==> src/rtl/freq_meter_pkg.sv <==
// Shared types and defaults for the gated frequency meter.
package freq_meter_pkg;

   typedef enum logic {IDLE = 1'b0, GATE = 1'b1} fm_state_t;

   localparam int CLK_HZ          = 50_000_000;
   localparam int DEF_GATE_CYCLES = CLK_HZ;     // 1 s window => count in Hz
   localparam int DEF_CNT_W       = 26;
   localparam int DEF_SYNC_STAGES = 2;

   // Window timer width; a 1-cycle window still needs a 1-bit timer.
   function automatic int timer_w(input int cycles);
      return (cycles > 1) ? $clog2(cycles) : 1;
   endfunction

endpackage

==> src/rtl/freq_meter_if.sv <==
// Measurement control / result handshake bundle between meter and consumer.
interface freq_meter_if import freq_meter_pkg::*; #(
   parameter int CNT_W = DEF_CNT_W
);
   logic             enable;
   logic             sig_in;
   logic             ack;
   logic [CNT_W-1:0] count;
   logic             valid;
   logic             overflow;
   logic             overrun;

   // master: consumer / stimulus side
   modport master (output enable, sig_in, ack,
                   input  count, valid, overflow, overrun);
   // slave: the meter itself
   modport slave  (input  enable, sig_in, ack,
                   output count, valid, overflow, overrun);
endinterface

==> src/rtl/freq_meter_sync_edge_detect.sv <==
// Synchroniser for an asynchronous input followed by a registered
// rising-edge detector. A rise sampled on edge k gives a one-cycle pulse
// visible after edge k+SYNC_STAGES.
module sync_edge_detect import freq_meter_pkg::*; #(
   parameter int SYNC_STAGES = DEF_SYNC_STAGES
) (
   input  logic clk,
   input  logic rst,
   input  logic sig_in,
   output logic pulse
);
   logic [SYNC_STAGES-1:0] sync;
   logic                   prev;

   // synchroniser chain, edge history and registered pulse
   always_ff @(posedge clk) begin
      if (rst) begin
         sync  <= '0;
         prev  <= 1'b0;
         pulse <= 1'b0;
      end else begin
         sync  <= {sync[SYNC_STAGES-2:0], sig_in};
         prev  <= sync[SYNC_STAGES-1];
         pulse <= sync[SYNC_STAGES-1] & ~prev;
      end
   end
endmodule

==> src/rtl/freq_meter.sv <==
// Gated frequency counter: counts input rises over GATE_CYCLES clocks with
// back-to-back windows, then publishes the count with a Valid/Ack handshake.
module freq_meter import freq_meter_pkg::*; #(
   parameter int GATE_CYCLES = DEF_GATE_CYCLES,
   parameter int CNT_W       = DEF_CNT_W,
   parameter int SYNC_STAGES = DEF_SYNC_STAGES
) (
   input  logic         clk,
   input  logic         rst,
   freq_meter_if.slave  bus
);
   localparam int               TMR_W   = timer_w(GATE_CYCLES);
   localparam logic [TMR_W-1:0] LAST    = TMR_W'(GATE_CYCLES - 1);
   localparam logic [CNT_W-1:0] CNT_MAX = '1;

   fm_state_t        state, state_nxt;
   logic [TMR_W-1:0] timer, timer_nxt, cur_t;
   logic [CNT_W-1:0] edges, edges_nxt, win_cnt;
   logic             sat, sat_nxt, win_sat;
   logic             win_end;
   logic             pulse;

   sync_edge_detect #(.SYNC_STAGES(SYNC_STAGES)) u_sync (
      .clk    (clk),
      .rst    (rst),
      .sig_in (bus.sig_in),
      .pulse  (pulse)
   );

   // state, timer and edge counter registers
   always_ff @(posedge clk) begin
      if (rst) begin
         state <= IDLE;
         timer <= '0;
         edges <= '0;
         sat   <= 1'b0;
      end else begin
         state <= state_nxt;
         timer <= timer_nxt;
         edges <= edges_nxt;
         sat   <= sat_nxt;
      end
   end

   // next state, window timing and saturating edge accumulation
   always_comb begin
      state_nxt = bus.enable ? GATE : IDLE;
      timer_nxt = '0;
      edges_nxt = '0;
      sat_nxt   = 1'b0;
      win_end   = 1'b0;
      // the first enabled cycle after idle is always window cycle 0
      cur_t     = (state == IDLE) ? '0 : timer;
      // this cycle's pulse is included, so a last-cycle edge joins its window
      win_cnt   = edges;
      win_sat   = sat;
      if (pulse) begin
         if (edges == CNT_MAX) win_sat = 1'b1;
         else                  win_cnt = edges + 1'b1;
      end
      if (bus.enable) begin
         if (cur_t == LAST) begin
            win_end = 1'b1;            // counter restarts at 0 for the new window
         end else begin
            timer_nxt = cur_t + 1'b1;
            edges_nxt = win_cnt;
            sat_nxt   = win_sat;
         end
      end
   end

   // result publication and Valid/Ack handshake
   always_ff @(posedge clk) begin
      if (rst) begin
         bus.count    <= '0;
         bus.valid    <= 1'b0;
         bus.overflow <= 1'b0;
         bus.overrun  <= 1'b0;
      end else if (win_end) begin
         bus.count    <= win_cnt;
         bus.overflow <= win_sat;
         bus.valid    <= 1'b1;
         // unacknowledged result being replaced; a same-cycle ack clears it
         bus.overrun  <= bus.valid & ~bus.ack;
      end else if (bus.valid && bus.ack) begin
         bus.valid    <= 1'b0;
         bus.overrun  <= 1'b0;
      end
   end
endmodule
==> src/flat_wrapper.sv <==
// flat-port wrapper written by rule: the top's interface ports become plain ports
module freq_meter_flat import freq_meter_pkg::*;
#(
   parameter int GATE_CYCLES = DEF_GATE_CYCLES,
   parameter int CNT_W       = DEF_CNT_W,
   parameter int SYNC_STAGES = DEF_SYNC_STAGES
)
  (clk, rst, bus_enable, bus_sig_in, bus_ack, bus_count, bus_valid, bus_overflow, bus_overrun);
  freq_meter_if #(.CNT_W(CNT_W)) bus_i ();
  input  logic clk;
  input  logic rst;
  input wire logic [$bits(bus_i.enable)-1:0] bus_enable;
  input wire logic [$bits(bus_i.sig_in)-1:0] bus_sig_in;
  input wire logic [$bits(bus_i.ack)-1:0] bus_ack;
  output wire logic [$bits(bus_i.count)-1:0] bus_count;
  output wire logic [$bits(bus_i.valid)-1:0] bus_valid;
  output wire logic [$bits(bus_i.overflow)-1:0] bus_overflow;
  output wire logic [$bits(bus_i.overrun)-1:0] bus_overrun;
  assign bus_i.enable = bus_enable;
  assign bus_i.sig_in = bus_sig_in;
  assign bus_i.ack = bus_ack;
  assign bus_count = bus_i.count;
  assign bus_valid = bus_i.valid;
  assign bus_overflow = bus_i.overflow;
  assign bus_overrun = bus_i.overrun;
  freq_meter #(.GATE_CYCLES(GATE_CYCLES), .CNT_W(CNT_W), .SYNC_STAGES(SYNC_STAGES)) u_core (.clk(clk), .rst(rst), .bus(bus_i));
endmodule
==> config.mk <==
export PLATFORM = sky130hd
export DESIGN_NAME = freq_meter_flat
export DESIGN_NICKNAME = d
export VERILOG_FILES = /design/src/rtl/freq_meter_pkg.sv /design/src/rtl/freq_meter_if.sv /design/src/rtl/freq_meter_sync_edge_detect.sv /design/src/rtl/freq_meter.sv /design/src/flat_wrapper.sv
export SDC_FILE = /design/constraint.sdc
export NUM_CORES = 1
export LEC_CHECK = 0
export ABC_AREA = 1
export BUFFER_PORTS_ARGS = -buffer_cell sky130_fd_sc_hd__buf_2
export CORE_MARGIN = 1
export CORE_UTILIZATION = 60
export CTS_BUF_LIST = sky130_fd_sc_hd__clkbuf_2
export DETAILED_ROUTE_END_ITERATION = 10
export PLACE_DENSITY = 0.84
export RECOVER_POWER = 100
export SYNTH_ARGS = -nofsm -noshare
export SYNTH_HDL_FRONTEND = slang
export SYNTH_HIERARCHICAL = 1
export SYNTH_SLANG_ARGS = --single-unit
==> constraint.sdc <==
create_clock -name clk -period 2.5 [get_ports clk]
set_input_delay 0.5 -clock clk [delete_from_list [all_inputs] [get_ports clk]]
set_output_delay 0.5 -clock clk [all_outputs]
set_load 0.1 [all_outputs]
## Yosys cells after proc, flatten, opt, wreduce, memory -nomap -nowiden

Cells that the tools add are included.

| operators by class | value |
|---|---|
| add/sub/neg operators | 2 |
| equality and inequality tests | 2 |
| multiplexer cells | 11 |
| bitwise gates (word level) | 5 |
| reductions and logical operators | 3 |

Operator list:

| cell | number |
|---|---|
| $mux 26 | 3 |
| $add 26x1->26 const B | 2 |
| $eq 26x26->1 const B | 2 |
| $mux 1 | 8 |
| $not 1->1 | 3 |
| $reduce_or 3->1 | 1 |
| $and 1x1->1 | 2 |
| $reduce_bool 2->1 | 1 |
| $logic_and 1x1->1 | 1 |

| word-level totals | value |
|---|---|
| flip-flop bits (word level) | 87 |
| input port bits | 5 |
| output and inout port bits | 29 |
| logic and storage cells | 34 |

## Logic depth before layout (Yosys ltp)

| depth | value |
|---|---|
| word-level depth | 5 |
| mapped depth | 16 |
| depth with buffers taken out | 14 |

## Modules after synthesis

Netlist, hierarchy kept.

By module, submodules not included:

| module | instances | cells an instance | area each (um^2) | sequential area each (um^2) |
|---|---|---|---|---|
| freq_meter | 1 | 709 | 4481.8 | 1661.6 |
| sync_edge_detect | 1 | 12 | 115.1 | 80.1 |

## Worst setup path after synthesis

Ideal clock, no wire load.

| path | value |
|---|---|
| path kind | reg2reg |
| start point | register u_core.state |
| end point | register u_core.bus.count[15] |
| library setup time | 0.109 ns |
| arrival | 1.980 ns |
| required time | 2.391 ns |
| path slack | 0.411 ns |
| stages on the path, launching flop included | 16 |
| path buffers | 3 |
| clock period less this slack | 2.089 ns |
| path through | dfxtp_1 buf_4 buf_2 nand2_1 inv_1 ha_1 nand2_1 nor2_4 nand2_2 nor2_4 nand2_2 nor2_4 buf_6 nand3_1 nand2_1 inv_1 |

| between the ends | value |
|---|---|
| word-level cells in the longest chain between the ends | 4 |

Ends and longest elaborated chain:

| what | line | source |
|---|---|---|
| from (decl) | freq_meter.sv:16 | `fm_state_t state, state_nxt;` |
| from (signal assigned) | freq_meter.sv:38 | `state <= state_nxt;` |
| $mux 26 | freq_meter.sv:53 | `cur_t = (state == IDLE) ? '0 : timer;` |
| $eq 26x26->1 | freq_meter.sv:62 | `if (cur_t == LAST) begin` |
| $mux 1 | freq_meter.sv:62 |  |
| $mux 1 | freq_meter.sv:61 | `if (bus.enable) begin` |
| to (signal assigned) | freq_meter.sv:80 | `bus.count <= win_cnt;` |
| to (decl) | freq_meter_if.sv:18 | `output count, valid, overflow, overrun);` |

No other way between the ends.
A chain may end at the register's enable or synchronous reset.

## Final worst setup path

| path | value |
|---|---|
| start point | register u_core.state |
| end point | register u_core.edges[4] |

| between the ends | value |
|---|---|
| word-level cells in the longest chain between the ends | 3 |

Ends and longest elaborated chain:

| what | line | source |
|---|---|---|
| $mux 26 | freq_meter.sv:53 |  |
| $eq 26x26->1 | freq_meter.sv:62 |  |
| $reduce_or 3->1 (no source line) | n/a |  |
| to (signal assigned) | freq_meter.sv:40 | `edges <= edges_nxt;` |
| to (decl) | freq_meter.sv:18 | `logic [CNT_W-1:0] edges, edges_nxt, win_cnt;` |

No other way between the ends.

==> metrics.md <==
| Metric | Value |
|---|---|
| Outcome | completed |
| Min-delay worst type | in2reg |
| Netlist area before placement | 0.00460 mm^2 |
| Ports | 34 |
| Core Footprint | 0.00733 mm^2 |
| Final period util | 90.6% |
| Post-synth top area share | 37.9% |
| Crit path kind | reg2reg |
| Initial Utilization | 62.7% |
| Number of global-route vias before repair | 4044 |
| Most used DFF post-synth | dfxtp_1 |
| Synth warnings | 6 |
| Die W | 89.5 um |
| Library cells used by synthesis | 32 |
| Highest Clock Rate | 442 MHz |
| Post-DP HPWL | 8360 um |
| Post-layout nets | 762 |
| Skew-Pair Late Insertion Delay | 0.55 ns |
| Slew of the pin with the lowest slew margin | 0.733 ns |
| Largest net degree at the start of global routing | 25 |
| Max-Cap Viols | 0 |
| GRT Total Usage | 30.1% |
| Worst-path cell chain | nand2_1 > inv_1 > ha_1 > nand2_1 > nor2_4 > nand2_1 > nor2_4 > nand2_2 > nand2_1 > inv_1 > and2_1 |
| Static leakage | 2.10 nW |
| Filler Cell Count | 677 |
| Multi-input logic area | 0.00234 mm^2 |
| Row cnt | 31 |
| Register area | 0.00174 mm^2 |
| Routed WL | 11200 um |
| First-pass GRT wire length | 18300 um |
| Yosys top cell by area | dfxtp_1 |
| P per Cell Area | 439 mW/mm^2 |
| Mapped Nets | 728 |
| Worst Path Arrival | 2.73 ns |
| Fin. max-slew vios | 0 |
| Tmin final | 2.26 ns |
| Diode count | 0 |
| Layout Skew | 0.0154 ns |
| Layout cells sized above 1 | 11.2% |
| Total negative slack | 0 ns |
| Gate Count Post-Synth | 721 |
| Critical Path End Type | register |
| Critical Path Source Type | register |
| Post-synthesis sequential area ratio | 37.9% |
| Antenna violations before repair | 0 |
| Iteration-0 DRC Markers | 405 |
| Final setup vio count | 0 |
| Avg WL per Cell | 13.1 um |
| Via Count | 4634 |
| IO Port Bufs | 33 |
| Final Wtd Congestion | 0.927 |
| Synthesis-stage register bit count | 87 |
| CP max-delay cell | dfxtp_2 |
| Post-synth EDFFs | 0 |
| Worst slew margin | 51.2% |
| CTS tree | built |
| Die area | 0.00802 mm^2 |
| Routed vias/inst | 5.39 |
| Clk sinks | 87 |
| Worst EP required | 2.97 ns |
| Num CTS Buffers | 9 |
| Max stage delay on crit path | 0.47 ns |
| Crit path max fanout | 11 |
| Fin. Hold Viols | 0 |
| H-tree Lvls | 3 |
| Top post-synthesis cells by area | dfxtp_1, nand2_1, nor2_1, inv_1, nand3_1 |
| Avg Synthesized Cell Area | 6.38 um^2 |
| Power, Total | 2.18 mW |
| Synth async-reset ratio | 0% |
| Max rail drop VDD | 0.410 mV |
| Clock root cell | clkbuf_2 |
| P&R area growth vs syn | 8.03% |
| Final ANT Viol Nets | 0 |
| TritonRoute pass-1 iters | 6 |
| CTS Buffer Depth | 2 |
| RSZ-0062 raised after global routing | no |
| Remaining Overflow, GRT | 0 |
| Die Y | 89.5 um |
| Worst-path clk slew | 0.22 ns |
| DR DRC count | 0 |
| Most used cell along the critical path | nand2_1 |
-- stage by stage --
stage	utilization, %	instance area, um^2	cells	hold slack, ns	setup WS (ns)
floorplan	-	4600	721	0.382	0.411
global placement	66.5	4870	843	0.387	0.361
detailed placement	66.5	4870	843	0.400	0.279
CTS	68.0	4990	859	0.101	0.239
global route	67.7	4970	859	0.0991	0.00885
finish	67.7	4970	859	0.135	0.236
-- sequential cells by signal, summed over array words and instances (netlist names) --
signal and count:
u_core/bus.count 26, u_core/bus.overflow 1, u_core/bus.overrun 1, u_core/bus.valid 1
u_core/edges 26, u_core/sat 1, u_core/state 1, u_core/timer 26
u_core/u_sync/prev 1, u_core/u_sync/pulse 1, u_core/u_sync/sync 2
-- final timing paths --
kind                                          from                    end  cells past startpoint  slack (ns)
worst max-delay path                  u_core/state        u_core/edges[4]                     11        0.24
worst min-delay path                    bus_sig_in  u_core/u_sync/sync[0]                      3        0.14
worst max register to register        u_core/state        u_core/edges[4]                     11        0.24
worst min register to register  u_core/u_sync/prev    u_core/u_sync/pulse                      1        0.42
-- cells in the final DEF (no fill, tap or decap), types with 5 or more instances in the layout --
| cell | instances |
|---|---|
| nand2_1 | 210 |
| nor2_1 | 110 |
| inv_1 | 90 |
| dfxtp_1 | 86 |
| nand3_1 | 56 |
| a21oi_1 | 51 |
| clkbuf_2 | 41 |
| nand4_1 | 18 |
| nor3_1 | 14 |
| o21ai_0 | 13 |
| nand2_2 | 6 |
| nand3b_1 | 6 |
| buf_4 | 6 |
| nor2_4 | 5 |
| clkinv_1 | 5 |
-- per-layer routing --
layer | GRT usage (%) | wire length, um | part of all wire (%) | up-vias
met5 | 0 | 0 | 0 | -
met4 | 8.80 | 148 | 1.3 | 0
met3 | 6.46 | 826 | 7.4 | 13
met2 | 47.7 | 5120 | 46 | 172
met1 | 41.1 | 5120 | 46 | 2108
li1 | - | - | - | 2341
-- area by class of cell --
class / instances / area share, %
Clock buffer: 11 / 1.11
Clock inverter: 5 / 1.18
Inverter: 98 / 7.41
Multi-Input combinational cell: 516 / 47.2
Sequential cell: 87 / 35.1
Tap cell: 99 / 2.49
Timing Repair Buffer: 43 / 5.52
-- power breakdown --
part | internal [mW] | switching [mW]
Clock | 0.238 | 0.482
Combinational | 0.0169 | 0.0415
Sequential | 1.40 | 0.00553
-- cells by family after synthesis --
| kind of cell | synth area share, % |
|---|---|
| buffers and inverters | 10.8 |
| DFF | 37.9 |
| AOI/OAI and AO/OA | 7.87 |
| adders and majority gates | 0.544 |
| xor gates and xnor gates | 0.953 |
| and+or+nand+nor | 42.0 |
-- what timing repair did --
| action | 4_1_cts | 5_1_grt |
|---|---|---|
| endpoints found under the setup margin | 0 | 8 |
| hold buffers | 0 | 0 |
| setup buffers | 0 | 0 |
| resized for setup | 0 | 2 |
-- synth_stat cells (3+ instances only) --
cell type and number:
a21oi_1 51, buf_2 8, buf_4 3, buf_6 4
clkbuf_1 5, clkinv_1 4, dfxtp_1 87, inv_1 89
inv_2 5, nand2_1 207, nand2_2 9, nand3_1 56
nand3b_1 6, nand4_1 18, nor2_1 110, nor2_2 3
nor2_4 5, nor3_1 14, o21ai_0 13, or2_2 4
xor2_1 3
-- critical path, delay by kind of cell (launching register included) --
kind / cells / cell delay [ns]
adder cells (fa/ha/maj): 1 / 0.21
buffers and inverters: 2 / 0.30
flip-flops: 1 / 0.47
AND/OR/NAND/NOR: 8 / 1.21
No activity file was read; power rests on OpenSTA's default activity.
